--- config.mk ---
export PLATFORM = sky130hd
export DESIGN_NAME = frame_err_stats
export DESIGN_NICKNAME = d
export VERILOG_FILES = /design/src/rtl/deint_chk_pkg.sv /design/src/rtl/deint_frame_checker_stats.sv
export SDC_FILE = /design/constraint.sdc
export NUM_CORES = 1
export LEC_CHECK = 0
export CORE_MARGIN = 3
export CORE_UTILIZATION = 50
export CTS_BUF_LIST = sky130_fd_sc_hd__clkbuf_4
export CTS_CLUSTER_SIZE = 30
export DETAILED_ROUTE_END_ITERATION = 7
export PLACE_DENSITY = 0.77
export REMOVE_ABC_BUFFERS = 1
export SKIP_CTS_REPAIR_TIMING = 1
export SYNTH_ARGS = -nofsm -noshare
export SYNTH_HDL_FRONTEND = slang
export SYNTH_SLANG_ARGS = --single-unit
--- constraint.sdc ---
create_clock -name clk -period 3.2 [get_ports clk]
set_clock_uncertainty 0.2 [all_clocks]
set_input_delay 0.32 -clock clk [delete_from_list [all_inputs] [get_ports clk]]
set_output_delay 0.32 -clock clk [all_outputs]
set_load 0.01 [all_outputs]
--- src/rtl/deint_chk_pkg.sv ---
// Shared constants and state encoding for the deinterleaver frame checker.
package deint_chk_pkg;

    localparam int unsigned FRAME_LEN = 280;
    localparam int unsigned DATA_W    = 12;
    localparam int unsigned CNT_W     = $clog2(FRAME_LEN + 1);

    typedef enum logic [1:0] {
        SEARCH,
        VERIFY,
        LOCKED
    } state_t;

    function automatic logic [CNT_W-1:0] cnt_max(input logic [CNT_W-1:0] a,
                                                 input logic [CNT_W-1:0] b);
        return (a > b) ? a : b;
    endfunction

endpackage

--- src/rtl/deint_frame_checker_stats.sv ---
// Per-frame error statistics: error total, current error run and longest run.
// Outputs are the registered values accumulated before the current symbol.
module frame_err_stats
    import deint_chk_pkg::*;
(
    input  logic             clk,
    input  logic             rst,
    input  logic             i_clear,
    input  logic             i_valid,
    input  logic             i_err,
    output logic [CNT_W-1:0] o_err_acc,
    output logic [CNT_W-1:0] o_cur_run,
    output logic [CNT_W-1:0] o_max_run
);

    logic [CNT_W-1:0] r_err_acc;
    logic [CNT_W-1:0] r_cur_run;
    logic [CNT_W-1:0] r_max_run;
    logic [CNT_W-1:0] w_run_upd;

    assign w_run_upd = i_err ? r_cur_run + 1'b1 : '0;

    always_ff @(posedge clk) begin
        if (rst || i_clear) begin
            r_err_acc <= '0;
            r_cur_run <= '0;
            r_max_run <= '0;
        end else if (i_valid) begin
            r_err_acc <= r_err_acc + CNT_W'(i_err);
            r_cur_run <= w_run_upd;
            r_max_run <= cnt_max(r_max_run, w_run_upd);
        end
    end

    assign o_err_acc = r_err_acc;
    assign o_cur_run = r_cur_run;
    assign o_max_run = r_max_run;

endmodule

==> results.md <==
* Insertion delay of the later-clocked pin in the worst-skew pair at 0.32 ns
* Clock tree from TritonCTS: built
* Asr flop ratio synth at 0%
* Main combinational cell family by area after synthesis: simple AND/OR/NAND/NOR gates
* Count of yosys warnings during synthesis at 0
* EDFF count, synth at 0
* Biggest fanout along the worst timing path at 5
* Final routed wirelength across all metal layers at 3380 um
* Compound-gate portion of the synthesized area at 14.9%
* CTS H-tree depth at 1
* Worst-case clock buffer depth at 2
* Type of the tightest min-delay check: register to register
* Die outline height at 60.7 um
* Post-synthesis mux area share at 6.77%
* Unrepaired setup endpoints after global routing: no
* Gp weighted congestion at 0.781
* Peak-usage layer in the global routing report: met2
* Mapped Cells at 168
* Antenna violation net count after detailed routing at 0
* Half-perimeter wire length of the detailed placement result at 2490 um
* Std-Cell Rows at 19
* Clock transition at the registers of the reported paths at 0.15 ns
* Fill cell total of the finished layout at 251
* Number of antenna repair diodes at 0
* Most frequent standard cell in the layout excluding fill and tap cells: clkdlybuf4s50_1
* Count of cells along the worst hold path at 2
* Slew HR at 63.8%
* Vias in the first global route at 1,256
* Area share of the largest cell type after synthesis at 36.1%
* Largest net degree at the start of global routing at 28
* Core Box Area at 2810 sq um
* Period minus WS final at 2.94 ns
* Adder and majority cell fraction of the synthesized area at 10.0%
* Number of endpoints failing setup at the final stage at 0
* Routed WL per cell at 14.6 um
* Commonest cells after routing, fill and taps aside: clkdlybuf4s50_1, dfxtp_1, nor2_1
* Global-route wire length before repair at 5530 um
* Leakage at 0.674 nW
* # DRC at 0
* Top cell type by total area after synthesis: dfxtp_1
* Final nets at 219
* Gr ovfl total at 0
* Port Buffer Count at 31
* Worst setup slack before clock tree synthesis at 0.0588 ns
* Count of pins over their slew limit at 0
* Met1 track utilization from global routing at 26.5%
* FF+latch count, synth at 27
* Endpoint type of the worst setup path: register
* Dominant synthesized flop cell: dfxtp_1
* Cells taking the most area after synthesis: dfxtp_1, ha_1, mux2i_1, nand4_1, xor2_1
* Via-per-instance ratio at 5.94
* Die footprint at 3690 sq um
* DRC violation total after the first TritonRoute iteration at 64
* Final worst-path cycle share at 91.9%
* Nature of the critical path startpoint: register
* Cell count after placement at 227
* WP data arrival at 2.95 ns
* Maximum capacitance violations at 0
* Peak ir drop on the vdd network at 222 uV
* Total CTS buffers at 3
* Status: complete, no violations
* Register area share after synthesis at 36.1%
* Iteration count of the initial detailed-routing pass at 4
* Number of top-level pins at 32
* Slew @ Worst Pin at 0.543 ns
* Global routing usage summed across all routing layers at 19.5%
* Horizontal die dimension at 60.7 um
* CTS sink count at 27
* Fmax at 340 MHz
* Final-report hold violation count at 0
* Met3 layer usage reported by global route at 2.55%
* Post-synthesis xor/xnor area fraction at 4.68%
* Synthesized-area fraction occupied by and/or/nand/nor cells at 23.9%
* Worst endpoint required time at 3.21 ns
* Setup slack of the critical path after layout at 0.259 ns
* Detailed-route via count at 1,377
* Distinct cells, synth at 34
* Initial antenna violation count at 0
* Start-to-end type of the worst setup path: register to register
* Clock Root Buffer: clkbuf_4
* Routing usage on met2 at 32.5%
* Mean instance size in the synthesized netlist at 8.91 sq um
* Fraction of layout cells with a size suffix above 1 at 12.4%
* Initial core utilization at 53.3%
* Depth of the worst register-to-register path at 11
* P per Cell Area at 286 nW/um^2
* Netlist area before placement at 1500 sq um
* Syn-to-layout area delta at 28.3%
* Sum of negative setup slack at 0 ns
* Count of non-filler cells in the finished layout at 232
[area by class of cell]
| type | instances | area, sq um | share of cell area [%] |
|---|---|---|---|
| multi-input cells | 129 | 945 | 49.2 |
| flip-flops and latches | 27 | 544 | 28.3 |
| repair buffers | 35 | 340 | 17.7 |
| well taps | 31 | 38.8 | 2.02 |
| clock buffers | 3 | 22.5 | 1.17 |
| inverters | 6 | 22.5 | 1.17 |
| clock inverters | 1 | 7.51 | 0.391 |
[logic make-up (layout without fill, tap and decap cells)]
logic type,Yosys count,in the layout
simple gates,68,68
xor+xnor,8,8
buf+inv,13,45
fa+ha+maj,12,12
compound gates,30,31
flops,27,27
mux,10,10
[cells in the mapped netlist (all sizes together) (2+ instances only)]
| cell type | instances |
|---|---|
| a21boi | 3 |
| a21o | 2 |
| a21oi | 8 |
| buf | 5 |
| clkbuf | 2 |
| dfxtp | 27 |
| ha | 12 |
| inv | 6 |
| mux2i | 9 |
| nand2 | 10 |
| nand2b | 6 |
| nand3 | 10 |
| nand3b | 2 |
| nand4 | 14 |
| nor2 | 16 |
| o21ai | 6 |
| o31ai | 8 |
| or2 | 2 |
| or3 | 5 |
| xor2 | 7 |
[worst max-delay path, cell delays in order (launching register included)]
cell	delay, ns
dfxtp_4	0.40
ha_2	0.21
nand2_1	0.07
or3_1	0.33
a21boi_2	0.16
inv_1	0.08
ha_1	0.29
a21oi_1	0.19
o2111ai_2	0.24
a2111o_1	0.43
nand4_1	0.14
o31ai_2	0.07
[path summary, 6_finish.rpt]
path,from,end,slack (ns)
worst max-delay path,o_cur_run[0],o_max_run[6],0.26
worst min-delay path,o_max_run[3],o_max_run[3],0.31
worst max register to register,o_cur_run[0],o_max_run[6],0.26
worst min register to register,o_max_run[3],o_max_run[3],0.31
[state kept, by name, summed over array words and instances (netlist names)]
name       count
o_cur_run      9
o_err_acc      9
o_max_run      9
[report_power, final]
| group | internal [mW] | switching [mW] | leakage [nW] | total, mW |
|---|---|---|---|---|
| clock network | 0.0477 | 0.102 | 0.0139 | 0.150 |
| logic | 0.0234 | 0.0363 | 0.442 | 0.0597 |
| registers | 0.337 | 0.00161 | 0.218 | 0.339 |
[metrics by stage]
stage | instance area [sq um] | utilization [%] | hold slack, ns | total power, mW
after CTS | 1870 | 66.8 | 0.309 | 0.552
final | 1920 | 68.5 | 0.307 | 0.549
after global routing | 1920 | 68.5 | 0.324 | 0.576
after global placement | 1840 | 65.7 | 0.282 | 0.399
after detailed placement | 1840 | 65.7 | 0.290 | 0.402
after floorplan | 1470 | - | 0.267 | 0.376
[layer usage]
layer	up-vias	part of all wire (%)
li1	683	-
met1	661	48
met2	27	48
met3	6	3.0
met4	0	0.71
met5	-	0
Note: power is estimated with default switching activity, not from simulation.
